**config.mk**
```make
export PLATFORM = sky130hd
export DESIGN_NAME = div_rem_unit
export DESIGN_NICKNAME = d
export VERILOG_FILES = /design/src/rtl/div_pkg.sv /design/src/rtl/div_abs_neg.sv /design/src/rtl/div_rem_unit.sv
export SDC_FILE = /design/constraint.sdc
export NUM_CORES = 1
export LEC_CHECK = 0
export ABC_AREA = 0
export CORE_MARGIN = 3
export CORE_UTILIZATION = 45
export CTS_BUF_LIST = sky130_fd_sc_hd__clkbuf_16
export CTS_CLUSTER_DIAMETER = 150
export CTS_CLUSTER_SIZE = 16
export DETAILED_ROUTE_END_ITERATION = 8
export PLACE_DENSITY = 0.76
export SETUP_SLACK_MARGIN = 0.4
export SLEW_MARGIN = 20
export SYNTH_ARGS = -nofsm -noshare
export SYNTH_HDL_FRONTEND = slang
export SYNTH_SLANG_ARGS = --single-unit
```
**constraint.sdc**
```tcl
create_clock -name i_clk -period 5.1 [get_ports i_clk]
set_clock_uncertainty 0.15 [all_clocks]
set_input_delay 1.02 -clock i_clk [delete_from_list [all_inputs] [get_ports i_clk]]
set_output_delay 1.02 -clock i_clk [all_outputs]
set_load 0.01 [all_outputs]
```
**src/rtl/div_pkg.sv**
```systemverilog
// Shared types and sizing for the iterative RV32M divide/remainder unit.
package div_pkg;

    localparam int XLEN  = 32;
    localparam int CNT_W = $clog2(XLEN) + 1;

    typedef enum logic [1:0] {
        DIV  = 2'b00,
        DIVU = 2'b01,
        REM  = 2'b10,
        REMU = 2'b11
    } div_op_e;

    typedef enum logic [1:0] {
        IDLE,
        INIT,
        CALC,
        FIX
    } div_state_e;

endpackage

```
**src/rtl/div_abs_neg.sv**
```systemverilog
// Conditional two's-complement: operand magnitude on the way in, result sign on the way out.
module div_abs_neg #(
    parameter int W = 32
) (
    input  logic [W-1:0] in,
    input  logic         neg_en,
    output logic [W-1:0] out
);

    assign out = neg_en ? (~in + {{(W-1){1'b0}}, 1'b1}) : in;

endmodule

```
**src/rtl/div_rem_unit.sv**
```systemverilog
// Iterative restoring divider for DIV/DIVU/REM/REMU, one quotient bit per cycle.
// Optional early-out path for trivial operands is enabled by defining DIV_FASTPATH_EN.
module div_rem_unit
    import div_pkg::*;
(
    input  logic            i_clk,
    input  logic            i_reset,
    input  logic            i_start,
    input  logic [1:0]      i_div_op,
    input  logic [XLEN-1:0] i_operand_a,
    input  logic [XLEN-1:0] i_operand_b,
    input  logic            i_flush,
    output logic            o_busy,
    output logic            o_valid,
    output logic [XLEN-1:0] o_div_data
);

    div_state_e       state, state_nxt;
    div_op_e          op;
    logic [CNT_W-1:0] cnt;
    logic [XLEN-1:0]  a_abs, b_abs, a_q, b_q, quo, rem, res_q;
    logic [XLEN-1:0]  quo_fix, rem_fix, result;
    logic [XLEN:0]    rem_sh, diff;
    logic             is_signed, accept, borrow;
    logic             sign_a, neg_q, is_rem;

    assign op        = div_op_e'(i_div_op);
    assign is_signed = (op == DIV) || (op == REM);
    assign accept    = (state == IDLE) && i_start && !i_flush;

    div_abs_neg #(.W(XLEN)) u_abs_a (.in(i_operand_a), .neg_en(is_signed & i_operand_a[XLEN-1]), .out(a_abs));
    div_abs_neg #(.W(XLEN)) u_abs_b (.in(i_operand_b), .neg_en(is_signed & i_operand_b[XLEN-1]), .out(b_abs));
    div_abs_neg #(.W(XLEN)) u_fix_q (.in(quo), .neg_en(neg_q),  .out(quo_fix));
    div_abs_neg #(.W(XLEN)) u_fix_r (.in(rem), .neg_en(sign_a), .out(rem_fix));

    // Borrow out of the XLEN+1-bit trial subtract lands in the top bit.
    assign rem_sh = {rem, quo[XLEN-1]};
    assign diff   = rem_sh - {1'b0, b_q};
    assign borrow = diff[XLEN];

`ifdef DIV_FASTPATH_EN
    logic            b_zero, b_one, fast_hit;
    logic [XLEN-1:0] fast_quo, fast_rem;

    // |b|==1 covers the signed-overflow case: quotient is |a|, remainder 0.
    assign b_zero   = (b_q == '0);
    assign b_one    = (b_q == XLEN'(1));
    assign fast_hit = b_zero || b_one || (a_q < b_q);
    assign fast_quo = b_zero ? '1 : (b_one ? a_q : '0);
    assign fast_rem = b_one ? '0 : a_q;
`endif

    always_ff @(posedge i_clk or negedge i_reset) begin
        if (!i_reset) state <= IDLE;
        else          state <= state_nxt;
    end

    always_comb begin
        state_nxt = state;
        case (state)
            IDLE: if (i_start) state_nxt = INIT;
`ifdef DIV_FASTPATH_EN
            INIT: state_nxt = fast_hit ? FIX : CALC;
`else
            INIT: state_nxt = CALC;
`endif
            CALC: if (cnt == CNT_W'(1)) state_nxt = FIX;
            FIX:  state_nxt = IDLE;
            default: state_nxt = IDLE;
        endcase
        if (i_flush) state_nxt = IDLE;
    end

    always_ff @(posedge i_clk or negedge i_reset) begin
        if (!i_reset) begin
            a_q    <= '0;
            b_q    <= '0;
            quo    <= '0;
            rem    <= '0;
            res_q  <= '0;
            cnt    <= '0;
            sign_a <= 1'b0;
            neg_q  <= 1'b0;
            is_rem <= 1'b0;
        end else begin
            if (accept) begin
                a_q    <= a_abs;
                b_q    <= b_abs;
                sign_a <= is_signed & i_operand_a[XLEN-1];
                // A zero divisor must leave the all-ones quotient unsigned.
                neg_q  <= is_signed & (i_operand_a[XLEN-1] ^ i_operand_b[XLEN-1]) & (|i_operand_b);
                is_rem <= i_div_op[1];
            end
            if (state == INIT) begin
                cnt <= CNT_W'(XLEN);
`ifdef DIV_FASTPATH_EN
                quo <= fast_hit ? fast_quo : a_q;
                rem <= fast_hit ? fast_rem : '0;
`else
                quo <= a_q;
                rem <= '0;
`endif
            end
            if (state == CALC) begin
                rem <= borrow ? rem_sh[XLEN-1:0] : diff[XLEN-1:0];
                quo <= {quo[XLEN-2:0], ~borrow};
                cnt <= cnt - CNT_W'(1);
            end
            if (o_valid) res_q <= result;
        end
    end

    assign result     = is_rem ? rem_fix : quo_fix;
    assign o_busy     = (state != IDLE);
    assign o_valid    = (state == FIX) && !i_flush;
    assign o_div_data = o_valid ? result : res_q;

endmodule

```
==> results of run 1 <==
[metrics by stage]
stage	hold slack, ps	worst slack [ps]	total power, mW	area, um^2
5_1_grt	363	155	7.44	13400
6_report	331	364	6.89	13400
3_5_place_dp	320	582	5.57	12700
2_1_floorplan	299	1370	4.56	11400
3_3_place_gp	314	639	5.46	12700
4_1_cts	333	247	6.87	13300
[where the power goes]
part | leakage, nW | internal (mW) | total [mW] | switching [mW]
logic | 3.33 | 1.33 | 3.21 | 1.88
registers | 2.17 | 1.87 | 2.40 | 0.531
clock network | 0.272 | 0.680 | 1.28 | 0.598
total | 5.77 | 3.88 | 6.89 | 3.01
[worst paths after layout]
path / from / end / slack, ps / depth (start not counted)
max in group asynchronous: i_reset / quo[5]$_DFFE_PN0P_ / 3180 / 2
hold / removal: res_q[27]$_DFF_PN0_ / res_q[27]$_DFF_PN0_ / 330 / 2
hold reg to reg: res_q[27]$_DFF_PN0_ / res_q[27]$_DFF_PN0_ / 330 / 2
min in group asynchronous: i_reset / b_q[3]$_DFFE_PN0P_ / 500 / 1
setup reg to reg: quo[31]$_DFFE_PN0P_ / rem[11]$_DFFE_PN0P_ / 1380 / 13
setup / recovery: rem[0]$_DFFE_PN0P_ / o_div_data[21] / 360 / 9
[repair_timing]
item,4_1_cts,5_1_grt
gates resized for setup,14,11
pin swaps,4,3
buffers inserted,1,2
endpoints found under the setup margin,12,14
[cells in the mapped netlist (all sizes together) (4+ instances only)]
library cell and count:
a211oi 8, a21o 16, a21oi 123, a31o 4, a31oi 6, and3 7, buf 11, clkbuf 55
dfrtp 171, ha 42, inv 62, mux2i 60, nand2 166, nand2b 17, nand3 11, nand4 4
nor2 104, nor2b 8, nor3 16, nor4 19, o211ai 4, o21ai 163, o21bai 5, o221ai 5
o2bb2ai 22, o31ai 22, o41ai 9, or3 8, or4 11, xnor2 83, xor2 63
[cell type report]
cell class	instances	area share, %
clock buffers	17	3.18
clock inverters	15	1.03
inverters	62	1.74
multi-input cells	1043	50.3
flip-flops and latches	171	32.0
well taps	324	3.03
repair buffers	120	8.78
[metal layers]
| metal | global-route usage, % | wire [um] | vias to the layer above |
|---|---|---|---|
| met5 | 0 | 0 | - |
| met4 | 5.82 | 539 | 0 |
| met3 | 3.74 | 1330 | 45 |
| met2 | 36.0 | 14200 | 264 |
| met1 | 28.3 | 12800 | 4771 |
| li1 | - | - | 4872 |
[worst max-delay path, cell delays in order, from the launching register on]
cell and delay, ps:
dfrtp_1 430, or4_1 600, nor4_4 200, nand2_2 120, or4_4 460, o21ai_0 210, xnor2_1 160, a21oi_1 130
o21ai_1 250, clkdlybuf4s50_1 570
[cell families after synthesis]
group,Yosys count,synth area share [%]
compound gates,406,21.1
xor+xnor,146,11.3
fa+ha+maj,43,4.77
buf+inv,128,4.30
flops,171,37.4
mux,62,5.45
simple gates,386,15.7
[sequential cells by signal, indices dropped and copies added (netlist names)]
signal and cells:
b_q 32, rem 32, cnt 6, is_rem 1, a_q 32, state 2, neg_q 1, sign_a 1
res_q 32, quo 32
==> metrics, run 1 <==
outcome=completed; Worst Path Required=3930 ps; CTS sink count=171; final WL=28,800 um; path type of the worst min-delay path=reg -> reg; Synth Instances=1,342; CTS Buf Count=17; Clock Pin Slew Worst Setup and Hold Paths=70 ps; mapped cell area=11,400 um^2; Fillers=2,306; syn_area_per_cell=8.52 um^2; final worst path period need=4740 ps; Pre-Repair DR Iteration Count=5; post-synthesis sequential area ratio=37.4%; root buf cell=clkbuf_16; Main synth FF type=dfrtp_1; Clock Latency Late Sink=440 ps; # DRC=0; Nets=1,528; # H-tree levels=4; Tcrit/Tclk final=92.9%; row cnt=57; max-cap violation count=0; EDFF count, synth=0; critical path fanouts, max=6; most frequent cells in the layout=170 x dfrtp_1, 164 x nand2_1, 149 x o21ai_0; Leak=5.77 nW; All-Layer GR Usage=21.3%; CP arrival=3570 ps; Post-DP HPWL=21,000 um; vias in the first global route=9,521; Pwr per Cell Area=515 nW/um^2; Worst setup EP type=output pin; Final Hold Vio Count=0; first-pass GRT wire length=47,100 um; YS warnings=0; top cells by area, synth=dfrtp_1 37%, o21ai_0 6.9%, xnor2_1 6.4%, a21oi_1 5.4%, nand2_1 5.4%; Longest Clk Path Bufs=2; hold buffers post-CTS=0; Layout Cells excl Fill=1,752; initial antenna violation count=0; FF+latch area=4280 um^2; relative slew slack=29.0%; largest net degree at the start of global routing=89; max-slew violations=0; CTS tree=built; Worst Tran Pin Value=1060 ps; area share of the largest cell type after synthesis=37.4%; vias per std cell=5.68; Crit Path Category=reg -> out; Die Area=27,400 um^2; Congestion Overflow GR=0; Netlist cell types=66; antenna cells=0; Die Wd=165 um; setup TNS=0 ps; Cells after DPL=1,717; final setup violation count=0; Syn Nets=1,455; Starting Density=46.3%; Yosys reg bits=171; DR iter-0 viols=681; Core Area=24,700 um^2; post-layout util=54.2%; Die Height=165 um; Critical Path Start Type=register; area taken by multi-input logic gates=6730 um^2; commonest non-fill, non-tap cell in the layout=dfrtp_1; Layout area overhead=17.1%; fraction of layout cells with a size suffix above 1=5.60%; Async SR Flop Fraction=100%; GP Congestion=0.893; DRT antenna net count=0; RSZ-0062 raised after global routing=yes; post-synth top area cell=dfrtp_1; Via Count=9,952; I/O pin count=104; Avg WL per Cell=16.4 um; fmax=211 MHz; maximum vdd drop=739 uV; PortBufs=103
Power figures use the tool's default switching activity.
==> run 2: changes to the inputs <==
DONT_BUFFER_PORTS = 1   (was not set)
PLACE_DENSITY = 0.71   (was 0.76)
clock period = 5 ns   (was 5.1 ns; I/O delays follow)
==> run 2 against run 1 <==
Effect of this change:
- global-route usage shrank 0.83 points
- sequential share of layout area is 2.8 points higher
- die area unchanged
- sequential cell count did not move
- cell area fell by 8.2%
- clock power rose by 5%
- combinational power fell by 8.4%
- setup slack better by 140 ps
- total power shrank 2.1%
- count of clock-buffer cells in the layout is the same
- routed wire length shrank 4.0%
- largest cell class unchanged
- highest routed layer unchanged
==> metrics, run 2 (synthesis gave the netlist of run 1 again) <==
FF+latch area=4280 um^2 (unchanged); Die Area=27,400 um^2 (unchanged); PortBufs=0 (-100%); CP arrival=3350 ps (-220 ps); CTS Buf Count=17 (unchanged); Worst Path Required=3850 ps (-80 ps); dpl ws=966 ps (+384 ps); DRT antenna net count=0 (unchanged); Longest Clk Path Bufs=2 (unchanged); setup TNS=0 ps (unchanged); # DRC=0 (unchanged); DR iter-0 viols=668 (-1.9%); critical path fanouts, max=6 (unchanged); placed cell area=11,700 um^2 (-8.5%); Die Wd=165 um (unchanged); Die Height=165 um (unchanged); Critical Path Start Type=register; Final Hold Vio Count=0 (unchanged); commonest non-fill, non-tap cell in the layout=dfrtp_1; Avg WL per Cell=16.9 um (+2.6%); Leak=5.29 nW (-8.4%); relative slew slack=31.2% (+2.2 points); final worst slack=502 ps (+138 ps); I/O pin count=104 (unchanged); Tot Pwr=6.75 mW (-2.1%); max-cap violation count=0 (unchanged); root buf cell=clkbuf_16; Clock Latency Late Sink=440 ps (about the same); Worst setup EP type=output pin; RSZ-0062 raised after global routing=no; Pre-Repair DR Iteration Count=5 (unchanged); Via Count=9,423 (-5.3%); Nets=1,415 (-7.4%); Starting Density=46.3% (unchanged); vias per std cell=5.75 (+1.2%); Core Area=24,700 um^2 (unchanged); most frequent cells in the layout=170 x dfrtp_1, 164 x nand2_1, 153 x o21ai_0; Layout area overhead=7.55%; Crit Path Category=reg -> out; GP Congestion=0.886 (-0.74%); max-slew violations=0 (unchanged); worst hold slack=116 ps (-215 ps); Cell Chain, Critical Path=or4_1, nor4_4, nand2_2, or4_4, or2_4, o31ai_4, xnor2_1, a21oi_1, o21ai_1; post-layout util=49.8% (-4.4 points); All-Layer GR Usage=20.5% (-0.83 points); # H-tree levels=4 (unchanged); Fillers=2,367 (+2.6%); antenna cells=0 (unchanged); initial antenna violation count=0 (unchanged); vias in the first global route=9,033 (-5.1%); outcome=completed; first-pass GRT wire length=45,200 um (-4.1%); final WL=27,700 um (-4.0%); CTS sink count=171 (unchanged); area taken by multi-input logic gates=6720 um^2 (-0.13%); CTS tree=built; Pwr per Cell Area=549 nW/um^2 (+6.6%); largest net degree at the start of global routing=172 (+93%); Layout Cells excl Fill=1,639 (-6.4%); fraction of layout cells with a size suffix above 1=5.02% (-0.58 points); fmax=222 MHz; delay-heaviest family, CP=simple AND/OR/NAND/NOR gates; final instance area=12,300 um^2 (-8.2%); Cells after DPL=1,607 (-6.4%); Post-DP HPWL=20,000 um (-4.9%); Setup Fix Bufs, Post-CTS=0 (-1); slowest CP cell=or4_1; row cnt=57 (unchanged); maximum vdd drop=804 uV (+8.8%); Worst Tran Pin Value=1030 ps (-32.8 ps); WP buf/inv=0 (-1); hold buffers post-CTS=0 (unchanged); worst stage delay on the critical path=610 ps (about the same); final setup violation count=0 (unchanged); Tcrit/Tclk final=90.0%; Congestion Overflow GR=0 (unchanged); final worst path period need=4500 ps; path type of the worst min-delay path=in -> async; Clock Pin Slew Worst Setup and Hold Paths=70 ps (about the same)
run 2: cell count changes in the layout (fill, tap and decap cells not counted), moves of 2 or more:
cell,before,now
clkinvlp_4,3,1
buf_4,16,6
o21ai_0,149,153
o21ai_1,10,6
dlymetal6s2s_1,3,0
dlygate4sd2_1,4,0
clkdlybuf4s50_1,95,0
run 2: area by class of cell:
type / count / area share (%)
Inverter: 62 / 1.89
Clock inverter: 15 / 1.33
Tap cell: 324 / 3.30
Multi-Input combinational cell: 1043 / 54.7
Sequential cell: 171 / 34.8
Clock buffer: 17 / 3.46
Timing Repair Buffer: 7 / 0.529
run 2: worst paths after layout:
| path | startpoint | to | slack (ps) | cells after the start |
|---|---|---|---|---|
| max in group asynchronous | i_reset | is_rem$_DFFE_PN0P_ | 4290 | 0 |
| min in group i_clk | b_q[28]$_DFFE_PN0P_ | b_q[28]$_DFFE_PN0P_ | 330 | 2 |
| setup reg to reg | quo[31]$_DFFE_PN0P_ | rem[1]$_DFFE_PN0P_ | 1090 | 13 |
| setup / recovery | rem[0]$_DFFE_PN0P_ | o_div_data[29] | 500 | 9 |
| hold reg to reg | b_q[28]$_DFFE_PN0P_ | b_q[28]$_DFFE_PN0P_ | 330 | 2 |
| hold / removal | i_reset | b_q[15]$_DFFE_PN0P_ | 120 | 0 |
run 2: what timing repair did:
action | 4_1_cts | 5_1_grt
hold endpoints to repair | 0 | 0
resized for setup | 0 | 11
endpoints found under the setup margin | 0 | 9
run 2: power by group:
part / total [mW] / internal (mW) / leakage [nW] / switching, mW
Combinational: 2.94 / 1.13 / 2.83 / 1.81
Sequential: 2.47 / 1.91 / 2.17 / 0.559
Clock: 1.35 / 0.746 / 0.290 / 0.601
run 2: per-layer routing:
metal | wire length, um | GRT usage (%) | up-vias
li1 | - | - | 4631
met1 | 12200 | 27.2 | 4544
met2 | 13600 | 34.6 | 216
met3 | 1360 | 3.42 | 32
met4 | 491 | 5.94 | 0
met5 | 0 | 0 | -
run 2: worst reg2reg max path: cells and delay by family (launching register included):
kind,cells,cell delay [ps]
AOI/OAI and AO/OA,6,1430
xor gates and xnor gates,1,380
adders and majority gates,2,630
buffers and inverters,2,480
DFF,1,410
muxes,1,130
and+or+nand+nor,1,180
==> run 3: changes to the inputs <==
CAP_MARGIN = 25   (was not set)
CORE_MARGIN = not set   (was 3)
==> run 3 against run 2 <==
Effect of this change:
- via count decreased by 0.48%
- largest cell class unchanged
- non-clock buffer count increased by 4
- maximum frequency increased by 0.72%
- critical path depth decreased by 1
- critical endpoint is now o_div_data[25]
- register-to-register slack improved by 40 ps
- core utilization increased by 0.19 points
- combinational power increased by 1%
- cell area about the same
- count of clock-buffer cells in the layout unchanged
==> metrics, run 3 (synthesis gave the netlist of run 1 again) <==
Final Hold Vio Count=0 (unchanged); Via Count=9,378 (-0.48%); DR iter-0 viols=521 (-22%); CTS sink count=171 (unchanged); final WL=27,200 um (-1.6%); FF+latch area=4280 um^2 (unchanged); Reg2Reg Depth=13 (unchanged); Worst setup EP type=output pin; Nets=1,419 (+0.28%); final setup violation count=0 (unchanged); area taken by multi-input logic gates=6700 um^2 (-0.35%); Cell Chain, Critical Path=or4_1, nor4_2, nand2_2, or4_4, o31ai_1, xnor2_1, a21oi_1, o21ai_0; relative slew slack=31.1% (-0.079 points); setup TNS=0 ps (unchanged); Die Area=26,000 um^2 (-4.8%); Critical Path Start Type=register; hold buffers post-CTS=0 (unchanged); Tcrit/Tclk final=89.3% (-0.64 points); Clock Pin Slew Worst Setup and Hold Paths=70 ps (about the same); Worst Path Required=3850 ps (about the same); Setup crit end=o_div_data[25]; Layout area overhead=7.64% (about the same); critical path fanouts, max=6 (unchanged); Die Wd=161 um (-2.4%); antenna cells=0 (unchanged); vias in the first global route=8,996 (-0.41%); row cnt=57 (unchanged); Longest Clk Path Bufs=2 (unchanged); RR Startpoint=quo[31]$_DFFE_PN0P_; outcome=completed; vias per std cell=5.71 (-0.66%); initial antenna violation count=0 (unchanged); Post-DP HPWL=19,900 um (-0.44%); Pwr per Cell Area=549 nW/um^2 (-0.11%); root buf cell=clkbuf_16; Die Height=161 um (-2.4%); Leak=5.30 nW (+0.25%); Worst Tran Pin Value=1030 ps (+1.19 ps); CTS tree=built; Pre-Repair DR Iteration Count=5 (unchanged); final instance area=12,300 um^2 (about the same); PortBufs=0 (unchanged); post-layout util=50.0% (+0.19 points); Avg WL per Cell=16.6 um (-1.8%); Critical Path Start=rem[0]$_DFFE_PN0P_; worst stage delay on the critical path=580 ps (-30 ps); Crit Path Category=reg -> out; Clock Latency Late Sink=440 ps (about the same); Starting Density=46.5% (+0.13 points); commonest non-fill, non-tap cell in the layout=dfrtp_1; # DRC=0 (unchanged); first-pass GRT wire length=45,100 um (-0.33%); placed cell area=11,700 um^2 (about the same); final worst path period need=4470 ps (-32.0 ps); reg2reg end=rem[31]$_DFFE_PN0P_; fraction of layout cells with a size suffix above 1=5.24% (+0.22 points); DRT antenna net count=0 (unchanged); fmax=224 MHz (+0.72%); maximum vdd drop=681 uV (-15%); GP Congestion=0.907 (+2.4%); most frequent cells in the layout=170 x dfrtp_1, 164 x nand2_1, 154 x o21ai_0; max-cap violation count=0 (unchanged); path type of the worst min-delay path=in -> async; All-Layer GR Usage=21.5% (+1.0 points); I/O pin count=104 (unchanged); max-slew violations=0 (unchanged); largest net degree at the start of global routing=172 (unchanged); Congestion Overflow GR=0 (unchanged); # H-tree levels=4 (unchanged); CP arrival=3320 ps (-30 ps); RSZ-0062 raised after global routing=no; Layout Cells excl Fill=1,642 (+0.18%); CTS Buf Count=17 (unchanged); Fillers=2,290 (-3.3%); slowest CP cell=or4_1; r2r setup slk=1130 ps (+40 ps); Core Area=24,600 um^2 (-0.29%); Cells after DPL=1,610 (+0.19%)
[run 3: cell types whose count changed in the layout (fill, tap and decap cells not counted), sizes merged]
cell | before | now
buf | 7 | 11
clkinv | 5 | 3
inv | 69 | 70
[run 3: worst min path at each step]
stage,start,to,slack (ps),cells after the start
after floorplan,a_q[0]$_DFFE_PN0P_,a_q[0]$_DFFE_PN0P_,300,2
after global placement,b_q[27]$_DFFE_PN0P_,b_q[27]$_DFFE_PN0P_,310,2
after detailed placement,b_q[5]$_DFFE_PN0P_,b_q[5]$_DFFE_PN0P_,320,2
after CTS,i_reset,b_q[30]$_DFFE_PN0P_,100,0
after global routing,i_reset,a_q[28]$_DFFE_PN0P_,90,0
final,i_reset,a_q[28]$_DFFE_PN0P_,110,0
[run 3: routing by layer]
layer,vias to the layer above,global-route usage (%),routed length [um]
li1,4628,-,-
met1,4499,27.1,12200
met2,207,36.9,13200
met3,44,3.98,1200
met4,0,7.68,627
met5,-,0,0
[run 3: cell type report]
type | count | area share [%]
inverters | 62 | 1.89
repair buffers | 11 | 0.834
clock buffers | 17 | 3.46
multi-input cells | 1043 | 54.4
clock inverters | 14 | 1.30
flip-flops and latches | 171 | 34.8
well taps | 324 | 3.29
[run 3: critical path, delay by kind of cell, from the launching register on]
| family | cells | cell delay [ps] |
|---|---|---|
| simple gates | 4 | 1480 |
| compound gates | 3 | 810 |
| flops | 1 | 440 |
| xor+xnor | 1 | 150 |
[run 3: metrics by stage]
stage	hold WS (ps)	total power [mW]	worst slack, ps
2_1_floorplan	299	4.65	1290
3_3_place_gp	315	5.29	982
3_5_place_dp	320	5.38	936
4_1_cts	95.8	6.74	453
5_1_grt	91.5	7.32	409
6_report	109	6.75	534
[run 3: power breakdown]
part,switching (mW),leakage (nW),internal [mW]
clock network,0.600,0.290,0.747
logic,1.82,2.84,1.15
registers,0.516,2.17,1.91
[run 3: what timing repair did]
item                                    in CTS  in global routing
setup buffers                                0                  0
resized for setup                            0                  7
endpoints found under the setup margin       0                  7
